## config.mk

```make
export PLATFORM = sky130hd
export DESIGN_NAME = controle_rega
export DESIGN_NICKNAME = d
export VERILOG_FILES = /design/src/rtl/controle_rega.sv
export SDC_FILE = /design/constraint.sdc
export NUM_CORES = 1
export LEC_CHECK = 0
export BUFFER_PORTS_ARGS = -buffer_cell sky130_fd_sc_hd__buf_2
export CELL_PAD_IN_SITES_DETAIL_PLACEMENT = 0
export CELL_PAD_IN_SITES_GLOBAL_PLACEMENT = 1
export CORE_ASPECT_RATIO = 0.5
export CORE_UTILIZATION = 43
export CTS_CLUSTER_DIAMETER = 150
export DETAILED_ROUTE_END_ITERATION = 8
export GPL_TIMING_DRIVEN = 0
export PLACE_DENSITY = 0.84
export SKIP_LAST_GASP = 1
export SYNTH_ARGS = -nofsm -noshare
export SYNTH_HDL_FRONTEND = slang
export SYNTH_SLANG_ARGS = --single-unit
```

## constraint.sdc

```tcl
create_clock -name clk -period 5.1 [get_ports clk]
set_clock_uncertainty 0.1 [all_clocks]
set_input_delay 1.02 -clock clk [delete_from_list [all_inputs] [get_ports clk]]
set_output_delay 1.02 -clock clk [all_outputs]
set_load 0.02 [all_outputs]
```

## src/rtl/controle_rega.sv

```systemverilog
// controle_rega -- irrigation controller FSM.
//
// Debounces the soil-dry, high-temperature and tank-low sensors. It then
// chooses sprinkler (ASPERSAO) or drip (GOTEJAMENTO) watering, limits the
// watering time, enforces a rest period (PAUSA) and raises an alarm (ALARME).
// All outputs are registered. They are decoded from the next state, so they
// change on the same edge as the state register.
//
// Optional feature (macro ALARM_LATCH_EN):
//   defined   -> leaving ALARME also needs an ack_alarme pulse. The pulse only
//                counts on a cycle where every other exit condition holds.
//   undefined -> ack_alarme is ignored and ALARME exits on its own.
//
// Ports:
//   clk, reset              rising-edge clock, synchronous active-high reset
//   solo_seco, temp_alta,   raw asynchronous sensor inputs
//   nivel_baixo
//   ack_alarme              alarm acknowledge pulse (ALARM_LATCH_EN only)
//   AS / GT                 sprinkler / drip valve on
//   US                      soil satisfactory, system resting
//   alarm_wire              alarm active
//   estado                  current state code (debug)

// Synchronize and debounce one raw sensor bit.
// The filtered value flips only after the synchronized value has disagreed
// with it for DEB_CYCLES consecutive cycles.
module controle_rega_filtro #(
  parameter int DEB_CYCLES = 4
) (
  input  logic clk,
  input  logic reset,
  input  logic raw,
  output logic filt
);
  localparam int RUN_W = (DEB_CYCLES > 1) ? $clog2(DEB_CYCLES) : 1;
  localparam logic [RUN_W-1:0] RUN_LAST = RUN_W'(DEB_CYCLES - 1);

  logic             s1, s2;
  logic [RUN_W-1:0] run;

  always_ff @(posedge clk) begin
    if (reset) begin
      s1   <= 1'b0;
      s2   <= 1'b0;
      filt <= 1'b0;
      run  <= '0;
    end else begin
      s1 <= raw;
      s2 <= s1;
      if (s2 != filt) begin
        if (run == RUN_LAST) begin
          filt <= s2;
          run  <= '0;
        end else begin
          run <= run + 1'b1;
        end
      end else begin
        // One agreeing cycle restarts the run.
        run <= '0;
      end
    end
  end
endmodule

module controle_rega #(
  parameter int DEB_CYCLES = 4,
  parameter int T_MAX_REGA = 1000,
  parameter int T_PAUSA    = 200,
  parameter int CNT_W      = 16
) (
  input  logic       clk,
  input  logic       reset,
  input  logic       solo_seco,
  input  logic       temp_alta,
  input  logic       nivel_baixo,
  input  logic       ack_alarme,
  output logic       AS,
  output logic       GT,
  output logic       US,
  output logic       alarm_wire,
  output logic [2:0] estado
);
  localparam int NUM_SENS = 3;
  localparam logic [CNT_W-1:0] CNT_REGA_LAST  = CNT_W'(T_MAX_REGA - 1);
  localparam logic [CNT_W-1:0] CNT_PAUSA_LAST = CNT_W'(T_PAUSA - 1);

  typedef enum logic [2:0] {
    OCIOSO      = 3'd0,
    ASPERSAO    = 3'd1,
    GOTEJAMENTO = 3'd2,
    PAUSA       = 3'd3,
    ALARME      = 3'd4
  } estado_t;

  // Sensor bit order: [0] soil dry, [1] temperature high, [2] tank low.
  logic [NUM_SENS-1:0] sens_raw, sens_f;
  assign sens_raw = {nivel_baixo, temp_alta, solo_seco};

  for (genvar i = 0; i < NUM_SENS; i++) begin : g_filt
    controle_rega_filtro #(.DEB_CYCLES(DEB_CYCLES)) u_filt (
      .clk  (clk),
      .reset(reset),
      .raw  (sens_raw[i]),
      .filt (sens_f[i])
    );
  end

  logic seco_f, temp_f, nivel_f;
  assign seco_f  = sens_f[0];
  assign temp_f  = sens_f[1];
  assign nivel_f = sens_f[2];

  estado_t          st, nxt;
  logic [CNT_W-1:0] cnt, cnt_nxt;
  logic             ilegal, sai_alarme;

`ifdef ALARM_LATCH_EN
  assign sai_alarme = (cnt == CNT_PAUSA_LAST) && !nivel_f && ack_alarme;
`else
  assign sai_alarme = (cnt == CNT_PAUSA_LAST) && !nivel_f;
  logic unused_ack;
  assign unused_ack = ack_alarme;
`endif

  // cnt_nxt defaults to 0, so every state change clears the counter.
  always_comb begin
    nxt     = st;
    cnt_nxt = '0;
    ilegal  = 1'b0;
    case (st)
      OCIOSO: begin
        if (nivel_f)               nxt = ALARME;
        else if (seco_f && temp_f) nxt = ASPERSAO;
        else if (seco_f)           nxt = GOTEJAMENTO;
      end
      ASPERSAO, GOTEJAMENTO: begin
        // The watering mode is fixed at entry; temp_f is not consulted here.
        if (nivel_f)                   nxt = ALARME;
        else if (cnt == CNT_REGA_LAST) nxt = ALARME;
        else if (!seco_f)              nxt = PAUSA;
        else                           cnt_nxt = cnt + 1'b1;
      end
      PAUSA: begin
        if (nivel_f)                    nxt = ALARME;
        else if (cnt == CNT_PAUSA_LAST) nxt = OCIOSO;
        else                            cnt_nxt = cnt + 1'b1;
      end
      ALARME: begin
        if (sai_alarme)                 nxt = PAUSA;
        else if (cnt == CNT_PAUSA_LAST) cnt_nxt = cnt;  // saturate
        else                            cnt_nxt = cnt + 1'b1;
      end
      default: begin
        nxt    = OCIOSO;
        ilegal = 1'b1;
      end
    endcase
  end

  always_ff @(posedge clk) begin
    if (reset) begin
      st         <= OCIOSO;
      cnt        <= '0;
      AS         <= 1'b0;
      GT         <= 1'b0;
      US         <= 1'b0;
      alarm_wire <= 1'b0;
    end else begin
      st         <= nxt;
      cnt        <= cnt_nxt;
      AS         <= !ilegal && (nxt == ASPERSAO);
      GT         <= !ilegal && (nxt == GOTEJAMENTO);
      alarm_wire <= !ilegal && (nxt == ALARME);
      US         <= !ilegal && ((nxt == OCIOSO) || (nxt == PAUSA)) && !seco_f;
    end
  end

  assign estado = st;
endmodule

```

==> impl_metrics.json, run 1 <==
{
  "vias": 1250,
  "worstSetupPathType": "reg -> reg",
  "avgSynthCellArea_um2": 9.25,
  "avgRoutedWirePerCell_um": 11.7,
  "grt_pass1_vias": 1111,
  "final.setup.tns_ns": 0,
  "cts_hold_buffers": 0,
  "ios": 13,
  "cts_buffers": 5,
  "yosysMostFrequentCell": "dfxtp_1",
  "multi_input_area_um2": 850,
  "report.final.setup_viol": 0,
  "antenna_cells": 0,
  "synth_edf_count": 0,
  "critical_path.max_stage_delay_ns": 0.41,
  "vdd_ir_drop_max_uv": 85.3,
  "synthToLayoutAreaGrowth_pct": 11.6,
  "grt_pass1_wl_um": 4820,
  "status": "completed",
  "power_density_mw_per_mm2": 280,
  "synth_warnings": 0,
  "fin_crit_sh_pct": 40.2,
  "grt_max_degree": 12,
  "grt.total_usage_pct": 15.5,
  "maxCapViolCount": 0,
  "min_path_cells": 1,
  "antenna_left": 0,
  "remaining_drc_errors": 0,
  "startpoint_type": "register",
  "syn-cell-area_mm2": 0.00166,
  "dieArea_mm2": 0.00412,
  "cp_cell_sequence": "nor4_4 > nand4_4 > a22o_1 > or3_1 > nor3b_1",
  "period_needed_ns": 2.05,
  "synthTopCellsByArea": "dfxtp_1 (46%), nor2_1 (7.7%), xnor2_1 (4.8%)",
  "yosysSeqAreaShare_pct": 45.9,
  "dpl.cell_count": 240,
  "die_y_um": 45.9,
  "worst-path-stages": 5,
  "syn_inst": 179,
  "slowest_stage": "dfxtp_1",
  "slew_headroom_pct": 65.6,
  "dr.pass1.iters": 4,
  "cts_setup_buffers": 0,
  "cp.required_ns": 5.21,
  "synthDistinctLibCells": 34,
  "crit_buf_inv": 0,
  "finalWirelength_um": 2900,
  "synth_top_area_cell": "dfxtp_1",
  "total_leakage_power_nw": 0.673,
  "antenna_found_initial": 0,
  "max_freq_ghz": 0.488,
  "coreArea_mm2": 0.00357,
  "slew_violations": 0,
  "clkTransAtPathRegs_ns": 0.07,
  "cts.sinks": 38,
  "h-tree-depth": 2,
  "critical_path_arrival_ns": 2.16,
  "end_kind": "register",
  "async_flop_share_pct": 0,
  "grt_setup_unrepaired": "no",
  "ff2ff_path_depth": 5,
  "cts_resized": 0,
  "crit_family": "simple AND/OR/NAND/NOR gates",
  "ys_seq_elements": 38,
  "start_util_pct": 46.5,
  "synth_fp_nets": 189,
  "dp_hpwl_um": 2120,
  "gp_congestion": 0.787,
  "final_cells": 247,
  "die_x_um": 89.8,
  "io_buffers": 10,
  "vias_per_cell": 5.06,
  "crit_fanout": 8,
  "nNetsFinal": 206,
  "cts_buffer_depth": 2,
  "grt-ovfl-total": 0,
  "clock_latency_ns": 0.29,
  "worstMarginPinSlew_ns": 0.512,
  "cts_tree": "yes",
  "hold_path_class": "reg -> reg",
  "netlist.area_leader.share_pct": 45.9,
  "ff_latch_area_um2": 761,
  "synth_commonest_cells": "dfxtp_1 (38), nor2_1 (34), nand2_1 (13)",
  "finalHoldViolCount": 0,
  "root_buffer": "clkbuf_8",
  "rows": 15,
  "drt_iter0_markers": 20,
  "drive_gt1_share_pct": 12.2,
  "fillers": 356,
  "synthFlopType": "dfxtp_1"
}
==> worst paths after layout <==
path,from,end,slack [ns]
hold reg to reg,g_filt[1].u_filt.run[0],g_filt[1].u_filt.run[0],0.32
hold / removal,g_filt[1].u_filt.run[0],g_filt[1].u_filt.run[0],0.32
setup / recovery,cnt[3],GT,3.05
setup reg to reg,cnt[3],GT,3.05
==> final cells by class <==
| class | instances | area share (%) |
|---|---|---|
| Clock buffer | 5 | 3.72 |
| Inverter | 4 | 0.812 |
| Clock inverter | 2 | 0.541 |
| Timing Repair Buffer | 10 | 2.71 |
| Buffer | 8 | 1.69 |
| Multi-Input combinational cell | 129 | 45.9 |
| Tap cell | 51 | 3.45 |
| Sequential cell | 38 | 41.1 |
==> kinds of logic after synthesis <==
kind of cell / share of synthesized area (%)
simple gates: 31.0
flops: 45.9
xor+xnor: 9.52
compound gates: 5.29
buf+inv: 2.79
mux: 2.42
fa+ha+maj: 3.02
==> flip-flops by register name, summed over array words and instances, names as in the netlist <==
name,flops
AS,1
alarm_wire,1
g_filt.u_filt.s2,3
g_filt.u_filt.filt,3
estado,3
g_filt.u_filt.s1,3
US,1
cnt,16
g_filt.u_filt.run,6
GT,1
==> per-layer routing <==
layer,GRT usage [%],share of wire [%],up-vias,wire length (um)
li1,-,-,639,-
met1,17.8,50,591,1440
met2,27.1,45,13,1300
met3,5.17,3.6,7,105
met4,7.87,1.6,0,46
met5,0,0,-,0
==> cells in the final DEF (no fill, tap or decap), drive strengths merged, types with 5 or more instances in the layout <==
cell type,count
buf,12
clkbuf,11
dfxtp,38
nand2,13
nand4,6
nor2,34
nor2b,9
nor3,5
or3,5
xnor2,9
xor2,9
==> metrics by stage <==
| step | setup slack (ns) | cell area (um2) | hold slack (ns) | power, mW | utilization (%) |
|---|---|---|---|---|---|
| after global placement | 2.89 | 1770 | 0.305 | 0.333 | 49.6 |
| after floorplan | 3.18 | 1660 | 0.297 | 0.327 | - |
| after detailed placement | 2.90 | 1770 | 0.310 | 0.334 | 49.6 |
| after global routing | 2.93 | 1850 | 0.346 | 0.539 | 51.9 |
| final | 3.05 | 1850 | 0.318 | 0.517 | 51.9 |
| after CTS | 3.05 | 1850 | 0.322 | 0.524 | 51.9 |
==> power by group <==
group          switching [mW]  total, mW  internal [mW]  leakage, nW
sequential            0.00193      0.304          0.302        0.308
combinational          0.0129     0.0228        0.00986        0.322
clock                  0.0992      0.191         0.0916       0.0438
Power figures use the tool's default switching activity.
==> inputs of run 2 (changes only) <==
clock period = 1.9 ns   (was 5.1 ns; I/O delays follow)
==> impl_metrics.json, run 2 (synthesis results as in run 1) <==
{
  "h-tree-depth": 2,
  "grtUsageMet3_pct": 5.17,
  "max_freq_ghz": 0.548,
  "largest_reg_flops": 16,
  "vias_per_cell": 5.09,
  "cp.required_ns": 2.01,
  "p_int_mw": 1.08,
  "gp_congestion": 0.787,
  "finalWirelength_um": 2950,
  "rows": 15,
  "slew_violations": 0,
  "grt_setup_unrepaired": "yes",
  "grtUsageMet2_pct": 27.5,
  "dr.pass1.iters": 4,
  "antenna_cells": 0,
  "antenna_found_initial": 0,
  "cts_buffer_depth": 2,
  "die_x_um": 89.8,
  "dp_hpwl_um": 2120,
  "largest_register": "cnt",
  "clkPwrFrac_pct": 36.5,
  "worstSetupPathType": "reg -> reg",
  "cts_buffers": 5,
  "remaining_drc_errors": 0,
  "drt_iter0_markers": 10,
  "dieArea_mm2": 0.00412,
  "fin_total_pwr_mw": 1.38,
  "grt-ovfl-total": 0,
  "slew_headroom_pct": 67.7,
  "vdd_ir_drop_max_uv": 233,
  "avgRoutedWirePerCell_um": 11.9,
  "coreArea_mm2": 0.00357,
  "cts_hold_buffers": 0,
  "grt.total_usage_pct": 15.6,
  "final_core_util_pct": 53.8,
  "use_met1_pct": 17.9,
  "cp_cell_sequence": "nor4_4 > nand4_4 > a22o_1 > or3_4 > nor3b_2",
  "crit_fanout": 4,
  "nNetsFinal": 206,
  "seq_power_share_pct": 59.3,
  "end_kind": "register",
  "vias": 1258,
  "grt_max_degree": 12,
  "placed_area_mm2": 0.00177,
  "combPwrFrac_pct": 4.3,
  "cts.sinks": 38,
  "top_usage_layer": "met2",
  "grt_pass1_wl_um": 4850,
  "hold_path_class": "in -> reg",
  "fillers": 347,
  "start_util_pct": 46.5,
  "multi_input_area_um2": 895,
  "die_y_um": 45.9,
  "drive_gt1_share_pct": 20.4,
  "largestRegisters": "cnt (16), g_filt.u_filt.run (6)",
  "clock_latency_ns": 0.28,
  "report.final.setup_viol": 0,
  "total_leakage_power_nw": 0.697,
  "power_switching_uw": 300,
  "status": "completed",
  "final_common_cell": "nor2_1",
  "fin_crit_sh_pct": 96.0,
  "slowest_stage": "nor4_4",
  "final_cell_mix": "nor2_1 (34), dfxtp_1 (32), nand2_1 (13)",
  "ff_latch_area_um2": 771,
  "p_sw_share_pct": 21.7,
  "critical_path_arrival_ns": 1.94,
  "period_needed_ns": 1.82,
  "worstMarginPinSlew_ns": 0.484,
  "finalHoldViolCount": 0,
  "critical_path.max_stage_delay_ns": 0.37,
  "root_buffer": "clkbuf_8",
  "io_buffers": 10,
  "cts_tree": "yes",
  "antenna_left": 0,
  "maxCapViolCount": 0,
  "power_density_mw_per_mm2": 720,
  "clkTransAtPathRegs_ns": 0.07,
  "startpoint_type": "register",
  "grt_pass1_vias": 1117,
  "synthToLayoutAreaGrowth_pct": 15.8,
  "ios": 13,
  "finish.instance_area_mm2": 0.00192
}
## run 2: area by class of cell
class / count / share of cell area, %
Multi-Input combinational cell: 129 / 46.6
Tap cell: 51 / 3.33
Inverter: 4 / 0.783
Timing Repair Buffer: 13 / 3.78
Clock inverter: 2 / 0.522
Buffer: 5 / 1.17
Sequential cell: 38 / 40.2
Clock buffer: 5 / 3.59
## run 2: what timing repair did
item,4_1_cts,5_1_grt
setup endpoints to repair,13,15
gates resized for setup,5,11
setup buffers,1,2
pin swaps,3,7
hold endpoints to repair,0,0
## run 2: path summary, 6_finish.rpt
path,startpoint,end,slack (ns),cells past startpoint
worst max-delay path,cnt[13],GT,0.08,5
worst min-delay path,solo_seco,g_filt[0].u_filt.s1,0.20,2
worst max register to register,cnt[13],GT,0.08,5
worst min register to register,g_filt[1].u_filt.run[0],g_filt[1].u_filt.run[0],0.32,1
## run 2: layer usage
layer | up-vias | wire length (um)
met4 | 0 | 39
met2 | 11 | 1360
met1 | 596 | 1460
met3 | 7 | 95
li1 | 644 | -
met5 | - | 0
## run 2: critical path: cells and delay by family, from the launching register on
kind / cells / cell delay [ns]
DFF: 1 / 0.35
and+or+nand+nor: 4 / 1.03
AOI/OAI and AO/OA: 1 / 0.27
## run 2: power groups by stage
stage	registers, mW	clock network, mW	logic [mW]
6_report	0.819	0.504	0.0588
5_1_grt	0.820	0.565	0.0646
4_1_cts	0.815	0.529	0.0629
3_5_place_dp	0.833	0	0.0618
3_3_place_gp	0.833	0	0.0606
2_1_floorplan	0.840	0	0.0376
## run 2: through the flow
stage	instances	worst slack (ns)	TNS, ns	hold slack (ns)
after CTS	247	-0.0101	-0.0101	0.195
final	247	0.0764	0	0.202
after floorplan	179	0.0267	0	0.297
after global placement	240	-0.112	-0.852	0.305
after detailed placement	240	-0.131	-0.780	0.310
after global routing	247	-0.0305	-0.234	0.216
==> inputs of run 3 (changes only) <==
ABC_AREA = 1   (was not set)
PLACE_DENSITY = 0.87   (was 0.84)
==> impl_metrics.json, run 3 <==
{
  "dieArea_mm2": 0.00447,
  "maxCapViolCount": 0,
  "antenna_left": 0,
  "power_density_mw_per_mm2": 1040,
  "slew_headroom_pct": 70.3,
  "final_cell_mix": "nand2_1 (44), nor2_1 (43), dfxtp_1 (37)",
  "cts_buffer_depth": 2,
  "synth_fp_nets": 260,
  "grt_max_degree": 13,
  "gp_congestion": 0.836,
  "syn-cell-area_mm2": 0.00180,
  "dr.pass1.iters": 4,
  "yosysMostFrequentCell": "nand2_1",
  "final.setup.tns_ns": 0,
  "synthFlopType": "dfxtp_1",
  "cp.required_ns": 1.98,
  "synth_warnings": 0,
  "grt.total_usage_pct": 16.8,
  "synthDistinctLibCells": 25,
  "critical_path_arrival_ns": 1.83,
  "largestRegisters": "cnt (16), g_filt.u_filt.run (6)",
  "largest_reg_flops": 16,
  "final_core_util_pct": 52.4,
  "drt_iter0_markers": 39,
  "remaining_drc_errors": 0,
  "cts_tree": "yes",
  "synth_commonest_cells": "nand2_1 (44), nor2_1 (43), dfxtp_1 (38)",
  "synth_top_area_cell": "dfxtp_1",
  "fin_total_pwr_mw": 2.16,
  "worstSetupPathType": "reg -> reg",
  "ios": 13,
  "clock_latency_ns": 0.29,
  "coreArea_mm2": 0.00396,
  "die_x_um": 93.5,
  "yosysSeqAreaShare_pct": 42.2,
  "avgSynthCellArea_um2": 7.21,
  "h-tree-depth": 2,
  "worstMarginPinSlew_ns": 0.446,
  "antenna_found_initial": 0,
  "hold_path_class": "in -> reg",
  "r2r_slack_ns": 0.16,
  "startpoint_type": "register",
  "avgRoutedWirePerCell_um": 9.98,
  "start_util_pct": 45.5,
  "netlist.area_leader.share_pct": 42.2,
  "largest_register": "cnt",
  "grt_setup_unrepaired": "no",
  "cts_setup_buffers": 0,
  "dp_hpwl_um": 2420,
  "synthTopCellsByArea": "dfxtp_1 (42%), nand2_1 (9.2%), nor2_1 (9.0%)",
  "holdWs_ns": 0.187,
  "ys_seq_elements": 38,
  "antenna_cells": 0,
  "vias": 1522,
  "rows": 16,
  "grt_pass1_wl_um": 5530,
  "fillers": 375,
  "status": "completed",
  "clkTransAtPathRegs_ns": 0.08,
  "total_leakage_power_nw": 0.877,
  "root_buffer": "clkbuf_8",
  "synth_edf_count": 0,
  "io_buffers": 11,
  "finalHoldViolCount": 0,
  "cts_buffers": 5,
  "grt_pass1_vias": 1267,
  "crit_fanout": 10,
  "report.final.setup_viol": 0,
  "vias_per_cell": 4.71,
  "syn_inst": 250,
  "end_kind": "register",
  "drive_gt1_share_pct": 19.3,
  "grt-ovfl-total": 0,
  "finalWirelength_um": 3230,
  "period_needed_ns": 1.74,
  "final_common_cell": "nand2_1",
  "slew_violations": 0,
  "cts.sinks": 38,
  "synthToLayoutAreaGrowth_pct": 15.2,
  "die_y_um": 47.8,
  "max_freq_ghz": 0.573,
  "async_flop_share_pct": 0,
  "vdd_ir_drop_max_uv": 528,
  "fin_crit_sh_pct": 91.8,
  "nNetsFinal": 278
}
[run 3: cell types whose count changed in the layout (fill, tap and decap cells not counted), moves of 5 or more]
cell	delta
dfxtp_1	+5
xnor2_1	-7
inv_1	+29
o21ai_0	+7
nor2_1	+9
xor2_1	-5
nor2_2	+14
nor2b_1	-9
nand3_1	+13
nand2_2	+5
a21oi_1	+10
nand2_1	+31
[run 3: per-stage QoR]
stage                     area (um2)  setup WS, ns  instances
after floorplan                 1800         0.327        250
after global placement          1920         0.116        315
after detailed placement        1920         0.118        315
after CTS                       2070         0.109        323
after global routing            2080       0.00611        323
final                           2080         0.156        323
[run 3: path summary, 6_finish.rpt]
path                  startpoint             endpoint  cells after the start
max                       cnt[1]               cnt[2]                     11
min                  nivel_baixo  g_filt[2].u_filt.s1                      3
max reg2reg               cnt[1]               cnt[2]                     11
min reg2reg  g_filt[2].u_filt.s1  g_filt[2].u_filt.s2                      2
[run 3: cells by family after synthesis]
logic type | after synthesis | share of synthesized area, %
xor gates and xnor gates | 6 | 2.92
buffers and inverters | 41 | 9.31
DFF | 38 | 42.2
and+or+nand+nor | 136 | 35.2
AOI/OAI and AO/OA | 25 | 7.57
adders and majority gates | 4 | 2.78
[run 3: area by class of cell]
| cell class | count | area [um2] | share of cell area [%] |
|---|---|---|---|
| clock inverter | 2 | 60.1 | 2.89 |
| inverter | 37 | 139 | 6.69 |
| tap | 54 | 67.6 | 3.25 |
| timing repair buffer | 11 | 55.1 | 2.65 |
| clock buffer | 6 | 82.6 | 3.98 |
| buffer | 4 | 33.8 | 1.63 |
| multi-input combinational | 171 | 876 | 42.2 |
| sequential | 38 | 762 | 36.7 |
[run 3: where the power goes]
part | total [mW] | switching, mW | leakage (nW) | internal (mW)
combinational | 0.437 | 0.285 | 0.497 | 0.152
clock | 0.846 | 0.286 | 0.0714 | 0.560
sequential | 0.877 | 0.0303 | 0.309 | 0.847
total | 2.16 | 0.601 | 0.877 | 1.56
[run 3: worst max-delay path, cell delays in order (launching register included)]
cell      delay (ns)
dfxtp_1         0.36
ha_2            0.21
nand2_1         0.06
clkinv_1        0.07
nand2_2         0.06
nor2_4          0.14
nand2_2         0.12
nand3_1         0.10
nand2_2         0.10
nand2_2         0.13
buf_12          0.16
nor2_2          0.04
[run 3: metal layers]
metal	vias up	track usage [%]	wire, um
met4	0	8.00	21
met2	13	28.4	1460
met1	693	20.4	1650
li1	814	-	-
met5	-	0	0
met3	2	5.24	94
[run 3: timing repair]
item                       in CTS  in global routing
hold endpoints to repair        0                  0
resized for setup               0                  3
setup endpoints to repair       0                 10
hold buffers                    0                  0
